===== config.mk =====
export PLATFORM = sky130hd
export DESIGN_NAME = rf_write_sequencer
export DESIGN_NICKNAME = d
export VERILOG_FILES = /design/src/rtl/rf_write_sequencer.sv
export SDC_FILE = /design/constraint.sdc
export NUM_CORES = 1
export LEC_CHECK = 0
export ABC_AREA = 0
export ABC_CLOCK_PERIOD_IN_PS = 2700
export BUFFER_PORTS_ARGS = -buffer_cell sky130_fd_sc_hd__buf_2
export CAP_MARGIN = 20
export CORE_MARGIN = 1
export CORE_UTILIZATION = 52
export DETAILED_ROUTE_END_ITERATION = 16
export PLACE_DENSITY = 0.81
export REMOVE_ABC_BUFFERS = 1
export SETUP_SLACK_MARGIN = 0.5
export SLEW_MARGIN = 20
export SYNTH_ARGS = -nofsm -noshare
export SYNTH_HDL_FRONTEND = slang
export SYNTH_SLANG_ARGS = --single-unit

===== constraint.sdc =====
create_clock -name CLK -period 2.7 [get_ports CLK]
set_clock_uncertainty 0.15 [all_clocks]
set_input_delay 0.135 -clock CLK [delete_from_list [all_inputs] [get_ports CLK]]
set_output_delay 0.135 -clock CLK [all_outputs]
set_load 0.1 [all_outputs]

===== src/rtl/rf_write_sequencer.sv =====
// Register file write port sequencer: merges pipeline WB with a queued
// long-latency aux unit and tracks pending aux destinations.
module rf_write_sequencer #(
    parameter int WORD_W = 32,
    parameter int QDEPTH = 4
) (
    input  logic              CLK,
    input  logic              nRST,
    input  logic              wb_valid,
    input  logic [4:0]        wb_sel,
    input  logic [WORD_W-1:0] wb_dat,
    input  logic              aux_valid,
    output logic              aux_ready,
    input  logic [4:0]        aux_sel,
    input  logic [WORD_W-1:0] aux_dat,
    output logic              rf_WEN,
    output logic [4:0]        rf_wsel,
    output logic [WORD_W-1:0] rf_wdat,
    output logic [31:0]       busy_mask
);
    localparam int PW = (QDEPTH > 1) ? $clog2(QDEPTH) : 1;
    localparam int CW = PW + 1;

    logic [4:0]        q_sel [QDEPTH];
    logic [WORD_W-1:0] q_dat [QDEPTH];
    logic [QDEPTH-1:0] q_live;
    logic [PW-1:0]     rd_ptr;
    logic [PW-1:0]     wr_ptr;
    logic [CW-1:0]     count;

    logic              wb_win;
    logic              pop;
    logic              push;
    logic [QDEPTH-1:0] queued;
    logic [PW-1:0]     off [QDEPTH];

    assign aux_ready = nRST && (count != CW'(QDEPTH));
    assign wb_win    = wb_valid && (wb_sel != 5'd0);
    assign pop       = !wb_win && (count != '0);
    assign push      = aux_valid && aux_ready;

    // A slot holds a queued entry when its distance from the head is
    // below the occupancy count.
    for (genvar g = 0; g < QDEPTH; g++) begin : g_occ
        assign off[g]    = PW'(g) - rd_ptr;
        assign queued[g] = {1'b0, off[g]} < count;
    end

    always_comb begin
        busy_mask = '0;
        for (int i = 0; i < QDEPTH; i++) begin
            if (queued[i] && q_live[i]) begin
                busy_mask[q_sel[i]] = 1'b1;
            end
        end
        busy_mask[0] = 1'b0;
    end

    always_ff @(posedge CLK or negedge nRST) begin
        if (!nRST) begin
            rd_ptr <= '0;
            wr_ptr <= '0;
            count  <= '0;
            q_live <= '0;
            for (int i = 0; i < QDEPTH; i++) begin
                q_sel[i] <= '0;
                q_dat[i] <= '0;
            end
        end else begin
            // WB write is younger than every queued aux write to the
            // same register; the push below overrides for the new slot.
            if (wb_win) begin
                for (int i = 0; i < QDEPTH; i++) begin
                    if (q_sel[i] == wb_sel) begin
                        q_live[i] <= 1'b0;
                    end
                end
            end
            if (push) begin
                q_sel[wr_ptr]  <= aux_sel;
                q_dat[wr_ptr]  <= aux_dat;
                q_live[wr_ptr] <= (aux_sel != 5'd0);
                wr_ptr         <= wr_ptr + PW'(1);
            end
            if (pop) begin
                rd_ptr <= rd_ptr + PW'(1);
            end
            unique case ({push, pop})
                2'b10:   count <= count + CW'(1);
                2'b01:   count <= count - CW'(1);
                default: count <= count;
            endcase
        end
    end

    always_ff @(posedge CLK or negedge nRST) begin
        if (!nRST) begin
            rf_WEN  <= 1'b0;
            rf_wsel <= '0;
            rf_wdat <= '0;
        end else begin
            unique case (1'b1)
                wb_win: begin
                    rf_WEN  <= 1'b1;
                    rf_wsel <= wb_sel;
                    rf_wdat <= wb_dat;
                end
                pop: begin
                    rf_WEN  <= q_live[rd_ptr];
                    rf_wsel <= q_sel[rd_ptr];
                    rf_wdat <= q_dat[rd_ptr];
                end
                default: begin
                    rf_WEN  <= 1'b0;
                    rf_wsel <= '0;
                    rf_wdat <= '0;
                end
            endcase
        end
    end

endmodule


## After elaboration in Yosys (flattened, before gate mapping)

Cells that the tools add are included.

- Eq/ne operators: 7
- Bitwise operators: 5
- Add/subtract/negate cells: 8
- Mux-type cells: 39
- Reductions and logical operators: 19
- Order comparisons: 18

Operators by type and width:

| cell | count |
|---|---|
| $mux 32 | 7 |
| $bwmux 128 | 1 |
| $or 32x32->32 | 3 |
| $bmux 32 s2 | 1 |
| $demux 32 s2 | 1 |
| $pmux 32 s2 | 1 |
| $lt 5x6->1 const B | 4 |
| $bwmux 20 | 1 |
| $demux 1 s5 | 4 |
| $eq 5x5->1 | 4 |
| $ge 5x1->1 const B | 4 |
| $mux 5 | 3 |
| $logic_and 1x1->1 | 14 |
| $lt 2x3->1 | 4 |
| $bmux 5 s2 | 1 |
| $demux 5 s2 | 1 |
| $mux 1 | 10 |
| $pmux 5 s2 | 1 |
| $reduce_bool 5->1 | 2 |
| $mux 4 | 2 |
| $ge 3x3->1 const B | 2 |
| $lt 2x3->1 const B | 2 |
| $not 2->3 | 2 |
| $pmux 3 s2 | 1 |
| 17 further kinds | 20 |

- Input port bits: 78
- Word-level logic and storage cells: 111
- Output and inout bits: 71
- Flip-flop bits (word level): 197

## Longest topological paths before layout

Gate-level depths: netlist of the first run.

- Word-level depth: 11
- Gate-level depth with buffers: 11
- Gate-level depth less buffers: 9

## Least setup slack after synthesis of the first run

OpenSTA, ideal clock, no wires.

- Path type: register -> register
- Start: reg count[2]
- End: reg count[2]
- Clock period less this slack: 3838 ps
- Library setup time: 133 ps
- Cell stages (with the launch flop): 10
- Data arrival time: 3555 ps
- Slack: -1138 ps
- Cell sequence: dfrtp_1 buf_2 a31oi_1 nand2_1 ha_1 inv_1 fa_1 xor2_1 nor2_1 xor2_1

- Longest elaborated chain between the ends: 5
- Elaborated cells between the ends (all ways): 11
- Classes of those cells: add/sub: 2; eq/ne: 3; mux: 1; reduce/logical: 5

Ends and longest elaborated chain:

| what | RTL line | RTL |
|---|---|---|
| start: declaration | 29 | `logic [CW-1:0] count;` |
| start signal: assignment | 89 | `2'b10: count <= count + CW'(1);` |
| start signal: assignment | 90 | `2'b01: count <= count - CW'(1);` |
| start signal: assignment | 91 | `default: count <= count;` |
| $ne 3x3->1 * | 37 | `assign aux_ready = nRST && (count != CW'(QDEPTH));` |
| $logic_and 1x1->1 * | 37 |  |
| via aux_ready | 13 | `output logic aux_ready,` |
| $logic_and 1x1->1 * | 40 | `assign push = aux_valid && aux_ready;` |
| $eq 2x1->1 or $eq 2x2->1 (tied branches) | 88 | `unique case ({push, pop})` |
| $pmux 3 s2 or $reduce_bool 2->1 (tied branches) | -- |  |

Mark *: on every way through the listed nets, which the timed path passes. The rest lies on a longest branch.
A chain may end at the register's enable or synchronous reset.

## Final worst setup path of the first run

- Start: reg rd_ptr[1]
- End: out busy_mask[15]

- Longest elaborated chain between the ends: 10
- Elaborated cells between the ends (all ways): 19
- Classes of those cells: add/sub: 4; order compare: 4; mux: 4; bitwise: 3; reduce/logical: 4

Ends and longest elaborated chain:

| what | RTL line | RTL |
|---|---|---|
| start: declaration | 27 | `logic [PW-1:0] rd_ptr;` |
| start signal: assignment | 86 | `rd_ptr <= rd_ptr + PW'(1);` |
| $sub 1x2->2 | 45 | `assign off[g] = PW'(g) - rd_ptr;` |
| $lt 2x3->1 | 46 | `assign queued[g] = {1'b0, off[g]} < count;` |
| $logic_and 1x1->1 | 52 | `if (queued[i] && q_live[i]) begin` |
| $mux 32 | 52 |  |
| $or 32x32->32 (no source line) | -- |  |
| $mux 32 | 52 |  |
| $or 32x32->32 (no source line) | -- |  |
| $mux 32 | 52 |  |
| $or 32x32->32 (no source line) | -- |  |
| $mux 32 * | 52 |  |
| end: declaration | 19 | `output logic [31:0] busy_mask` |

Mark *: on every way between the ends. The rest lies on a longest branch, timed or not.

==> results.py, run 1 <==
metrics = {
    "grt": {
        "grt_pass1_vias": 8127,
        "antenna_found_initial": 3,
        "grt_max_degree": 198,
        "grt_pass1_wl_microns": 44700,
        "track_usage_pct": 29.5,
        "grt_overflow": 0,
    },
    "synth": {
        "synth_top_cell_by_area": "dfrtp_1",
        "synth.yosys.seq_area_share_pct": 49.4,
        "synth_top_area_share_pct": 49.4,
        "async_flop_share_pct": 100,
        "synth_xor_area_share_pct": 2.37,
        "synth-seq-cells": 197,
        "syn_inst": 744,
        "synth-adder-area-share_pct": 1.33,
        "synth.avg_cell_area_sq_um": 13.4,
        "syn_area_sq_um": 9990,
        "synth_mux_area_share_pct": 25.8,
        "synth_simple_gate_area_share_pct": 7.08,
        "synth_top_family_by_area": "multiplexers",
        "yosys_most_used_dff": "dfrtp_1",
        "ys_types": 51,
        "yosysWarnings": 0,
        "synth-compound-area-share_pct": 10.3,
        "synth_enable_flop_cells": 0,
        "synth_area_leaders": "dfrtp_1 49%, mux2_2 17%, mux4_2 8.6%",
    },
    "power_and_ir_drop": {
        "peakVddDrop_uv": 927,
        "p_leak_nw": 5.68,
        "power.density_nw_per_um2": 1430,
    },
    "critical_path": {
        "end_kind": "output port",
        "criticalPathCategory": "flop to output port",
        "r2r-start": "count[2]",
        "cp.required_ns": 2.41,
        "worstPathMaxFanout": 8,
        "slowest_delay_ns": 0.44,
        "r2r_cells": 7,
        "reg2reg_setup_slack_ns": 0.38,
        "cpMaxStageDelayCell": "dfrtp_2",
        "cp.arrival_ns": 2.59,
        "cp-start-kind": "flop",
        "crit_chain": "xor2_2, ha_1, nor2b_4, a2111oi_4, buf_6, a22oi_1, o211ai_1, buf_12",
        "worstReg2RegEnd": "count[1]",
    },
    "cells_and_area": {
        "area_growth_pct": 33.8,
        "final_cells": 1231,
        "nets": 1072,
        "drive_gt1_share_pct": 48.0,
        "stdcell_area_sq_um": 13400,
    },
    "run": {
        "drv_cap": 0,
    },
    "placed_design": {
        "portBuffers": 147,
        "placed_area_sq_um": 11500,
        "pre_cts_slack_ns": 0.166,
        "place.gp.congestion": 0.985,
        "dp_cells": 1099,
        "dpl.hpwl_microns": 16600,
    },
    "worst_hold_path": {
        "hold_class": "input port to flop",
        "worstHoldStart": "wb_sel[2]",
        "min_path_cells": 4,
        "holdPathEnd": "q_live[0]",
    },
    "drt": {
        "wire_per_inst_microns": 23.6,
        "drtIter0Drc": 546,
        "num_vias": 7742,
        "drt-vias-per-instance": 6.29,
        "antenna_left": 0,
        "dr.pass1.iters": 5,
        "drc": 0,
        "wirelength_microns": 29100,
    },
    "sta": {
        "tightest_slew_ns": 0.875,
        "final-setup-viol-count": 31,
        "fmaxAchievable_mhz": 348,
        "finalCritPeriodShare_pct": 106,
        "slew-limit-headroom_pct": 41.6,
        "setup_ws_ns": -0.170,
        "post-route-min-period_ns": 2.87,
        "drv_slew": 0,
        "finalHoldViolations": 0,
        "rsz0062_at_grt": "true",
    },
    "clocking": {
        "path_clk_slew_ns": 0.07,
        "clock-sinks": 197,
        "cts_buffers": 17,
        "ctsHtreeMaxLevel": 4,
        "clockBufferDepth": 2,
        "clock_tree.root_cell": "clkbuf_16",
        "cts_tree": "built",
        "clock_latency_ns": 0.44,
    },
    "floorplan": {
        "die_height_microns": 141,
        "die_area_sq_um": 19800,
        "die_w_microns": 141,
        "fp.coreArea_sq_um": 18800,
        "pin_count": 149,
        "num_rows": 50,
        "initial_core_util_pct": 53.2,
    },
    "outcome": {
        "violations": "setup timing",
        "status": "finished with violations",
    },
}
==> power breakdown <==
group          total (W)  leakage [nW]  switching (W)  internal (W)
registers        0.00565          2.37        0.00125       0.00440
logic             0.0110          3.03        0.00669       0.00429
clock network    0.00248         0.280        0.00118       0.00130
total             0.0191          5.68        0.00912        0.0100
==> sequential cells by signal, indices dropped and copies added, names as in the netlist <==
signal,count
q_dat,128
rf_wdat,32
q_sel,20
rf_wsel,5
q_live,4
count,3
rd_ptr,2
wr_ptr,2
rf_WEN,1
==> layout by cell type (no fill, tap or decap), drive strengths merged, types with 18 or more instances in the layout <==
master | netlist | routed
dfrtp | 197 | 197
buf | 32 | 196
mux2 | 149 | 149
dlygate4sd3 | 0 | 77
mux4 | 38 | 38
a22o | 37 | 37
nand3 | 35 | 35
a22oi | 26 | 26
inv | 15 | 22
clkbuf | 25 | 21
o211ai | 18 | 18
==> layout make-up <==
cell class                      instances  area, sq um
Antenna cell                            2         5.00
Fill cell                            1177         5410
Tap cell                              234          293
Clock buffer                           17          425
Timing Repair Buffer                  277         2550
Sequential cell                       197         4930
Multi-Input combinational cell        476         4960
Inverter                               15         56.3
Clock inverter                         13          139
==> synthesized netlist by cell type, types with 3 or more instances <==
master	count
and2_1	4
nor3b_1	10
o211ai_1	18
buf_2	12
and3b_1	7
a22oi_1	26
mux4_2	38
o2111ai_1	3
nand2_1	13
xnor2_1	15
ha_1	9
inv_1	15
nand2b_1	5
a32oi_1	5
and3_1	10
o21ai_0	8
buf_4	15
nor2_1	14
nor3_1	3
mux2i_1	4
mux2_2	149
or3_1	3
o41ai_1	4
a2111oi_2	7
nand3_1	35
dfrtp_1	197
nor2b_1	5
nand3b_1	5
clkbuf_1	25
xor2_1	12
o221ai_1	6
a22o_1	37
==> what timing repair did <==
action | 4_1_cts | 5_1_grt
pin swaps | 26 | 13
hold buffers | 77 | 0
gates cloned | 0 | 3
endpoints found under the hold margin | 387 | 0
resized for setup | 41 | 23
endpoints found under the setup margin | 70 | 127
setup buffers | 5 | 14
==> worst max-delay path, delay by kind of cell (launching register included) <==
kind / cells / cell delay, ns
adders and majority gates: 1 / 0.31
and+or+nand+nor: 1 / 0.16
DFF: 1 / 0.44
AOI/OAI and AO/OA: 3 / 0.62
buffers and inverters: 2 / 0.42
xor gates and xnor gates: 1 / 0.20
==> how the worst max path moves through the flow <==
stage | start | end | slack (ns) | cells past startpoint
2_1_floorplan | rd_ptr[0] | busy_mask[14] | -2.47 | 4
6_report | rd_ptr[1] | busy_mask[15] | -0.17 | 8
3_5_place_dp | rd_ptr[0] | busy_mask[26] | 0.17 | 8
3_3_place_gp | rd_ptr[0] | busy_mask[2] | 0.25 | 8
5_1_grt | rd_ptr[1] | busy_mask[23] | -0.26 | 8
4_1_cts | rd_ptr[1] | busy_mask[26] | -0.11 | 8
==> cell families (layout without fill, tap and decap cells) <==
kind of cell    Yosys count  count (layout)
compound gates          123             123
xor+xnor                 27              27
fa+ha+maj                10              10
buf+inv                  72             322
flops                   197             197
mux                     191             191
other cells               1               3
simple gates            123             124
==> stage by stage <==
step / total power, W / util (%) / hold WS, ns / TNS (ns)
4_1_cts: 0.0186 / 69.7 / 0.0834 / -1.93
3_5_place_dp: 0.0156 / 61.3 / 0.211 / 0
6_report: 0.0191 / 71.2 / 0.0953 / -2.92
2_1_floorplan: 0.0126 / - / -0.311 / -305.20
3_3_place_gp: 0.0153 / 61.3 / 0.206 / 0
5_1_grt: 0.0198 / 71.2 / 0.144 / -5.91
==> layer usage <==
| metal | up-vias | track usage [%] | wire length [microns] |
|---|---|---|---|
| met3 | 79 | 5.40 | 2100 |
| met1 | 3960 | 36.5 | 11100 |
| met5 | - | 0 | 13 |
| met2 | 398 | 52.5 | 15200 |
| li1 | 3303 | - | - |
| met4 | 2 | 9.61 | 645 |
Power figures use the tool's default switching activity.
==> run 2: changes to the inputs <==
--- a/config.mk
+++ b/config.mk
@@ -15,6 +15,7 @@
 export PLACE_DENSITY = 0.81
 export REMOVE_ABC_BUFFERS = 1
 export SETUP_SLACK_MARGIN = 0.5
+export SKIP_LAST_GASP = 1
 export SLEW_MARGIN = 20
 export SYNTH_ARGS = -nofsm -noshare
 export SYNTH_HDL_FRONTEND = slang
==> results.py, run 2 (synthesis gave the netlist of run 1 again) <==
metrics = {
    "outcome": {
        "status": "finished with violations",
        "violations": "setup timing",
    },
    "power_and_ir_drop": {
        "p_clk_share_pct": 13.0,
        "seqPwrFrac_pct": 29.6,
        "total_power_w": 0.0191,
        "swShare_pct": 47.7,
        "pwr-share-comb_pct": 57.5,
        "power.density_nw_per_um2": 1430,
        "intPower_w": 0.00999,
        "peakVddDrop_uv": 927,
        "p_sw_w": 0.00912,
        "p_leak_nw": 5.68,
    },
    "sta": {
        "rsz0062_at_grt": "true",
        "finalHoldViolations": 0,
        "setup_ws_ns": -0.174,
        "slew-limit-headroom_pct": 39.0,
        "fin_hold_ws_ns": 0.0979,
        "post-route-min-period_ns": 2.87,
        "tightest_slew_ns": 0.912,
        "drv_slew": 0,
        "final-setup-viol-count": 31,
        "finalCritPeriodShare_pct": 106,
        "fmaxAchievable_mhz": 348,
    },
    "critical_path": {
        "cp.required_ns": 2.41,
        "cp.arrival_ns": 2.59,
        "r2r_cells": 7,
        "criticalPathCategory": "flop to output port",
        "cp-start-kind": "flop",
        "end_kind": "output port",
        "worstPathMaxFanout": 8,
    },
    "clocking": {
        "clock_tree.root_cell": "clkbuf_16",
        "clock-sinks": 197,
        "clockBufferDepth": 2,
        "clock_latency_ns": 0.43,
        "ctsHtreeMaxLevel": 4,
        "cts_tree": "built",
        "path_clk_slew_ns": 0.07,
        "cts_buffers": 17,
    },
    "floorplan": {
        "die_w_microns": 141,
        "initial_core_util_pct": 53.2,
        "die_height_microns": 141,
        "num_rows": 50,
        "fp.coreArea_sq_um": 18800,
        "pin_count": 149,
        "die_area_sq_um": 19800,
    },
    "grt": {
        "grt_pass1_wl_microns": 44700,
        "grt_overflow": 0,
        "grt_max_degree": 198,
        "track_usage_pct": 29.5,
        "grt_pass1_vias": 8127,
        "antenna_found_initial": 3,
    },
    "drt": {
        "wire_per_inst_microns": 23.7,
        "antenna_left": 0,
        "dr.pass1.iters": 5,
        "wirelength_microns": 29200,
        "drtIter0Drc": 550,
        "drt-vias-per-instance": 6.30,
        "num_vias": 7754,
        "drc": 0,
    },
    "cells_and_area": {
        "final_cell_mix": "193 x dfrtp_1, 149 x mux2_2, 115 x buf_2",
        "reg.largest.list": "q_dat x128, rf_wdat x32, q_sel x20",
        "num-fill-cells": 1177,
        "drive_gt1_share_pct": 47.9,
        "top_register": "q_dat",
        "nets": 1072,
        "layout_commonest_cell": "dfrtp_1",
        "multi_input_area_sq_um": 4960,
        "area_growth_pct": 33.7,
        "seqCellArea_sq_um": 4930,
        "largest_reg_flops": 128,
        "stdcell_area_sq_um": 13400,
    },
    "placed_design": {
        "pre_cts_slack_ns": 0.166,
        "placed_area_sq_um": 11500,
        "place.gp.congestion": 0.985,
        "dpl.hpwl_microns": 16600,
        "portBuffers": 147,
    },
    "worst_hold_path": {
        "min_path_cells": 4,
        "hold_class": "input port to flop",
    },
    "run": {
        "drv_cap": 0,
    },
}
## run 2: cell counts in the layout (fill, tap and decap cells not counted)
No cell type changed its count.
## run 2: final cells by class
cell class                 instances  share of cell area (%)
antenna                            2                  0.0375
sequential                       197                    36.9
tap                              234                    2.19
inverter                          15                   0.422
timing repair buffer             277                    19.1
multi-input combinational        476                    37.1
clock inverter                    13                    1.04
clock buffer                      17                    3.19
## run 2: stage by stage
step,util (%),setup TNS [ns],instances
after floorplan,-,-305.20,687
after global placement,61.3,0,1099
after detailed placement,61.3,0,1099
after CTS,69.7,-1.93,1211
after global routing,71.1,-5.92,1229
final,71.2,-2.94,1231
## run 2: routing by layer
metal  share of wire, %  GRT usage [%]
met2                 52           52.5
met5              0.045              0
met3                7.3           5.40
met1                 38           36.5
met4                2.1           9.61
## run 2: worst paths after layout
| check | from | endpoint | slack (ns) |
|---|---|---|---|
| max | rd_ptr[1] | busy_mask[15] | -0.17 |
| min | wb_sel[2] | q_live[0] | 0.1 |
| max reg2reg | count[2] | count[1] | 0.38 |
| min reg2reg | q_dat[30] | q_dat[30] | 0.36 |
| max in group asynchronous | nRST | q_dat[37] | 1.27 |
| min in group asynchronous | nRST | q_dat[106] | 0.31 |
## run 2: timing repair
item | in CTS | in global routing
setup buffers | 5 | 14
endpoints found under the hold margin | 387 | 0
cloned | 0 | 3
resized for setup | 41 | 22
hold buffers | 77 | 0
setup endpoints to repair | 70 | 127
pin swaps | 26 | 13
## run 2: power by group through the flow
stage               clock network [W]  logic (W)  registers (W)
floorplan                           0    0.00537        0.00724
global placement                    0    0.00986        0.00545
detailed placement                  0     0.0100        0.00556
CTS                           0.00248     0.0106        0.00555
global route                  0.00261     0.0114        0.00579
finish                        0.00248     0.0110        0.00565
## run 2: worst max-delay path: stages (launching register included)
cell,delay (ns)
dfrtp_2,0.44
xor2_2,0.20
ha_1,0.31
nor2b_4,0.16
a2111oi_4,0.33
buf_6,0.20
a22oi_1,0.10
o211ai_1,0.19
buf_12,0.22
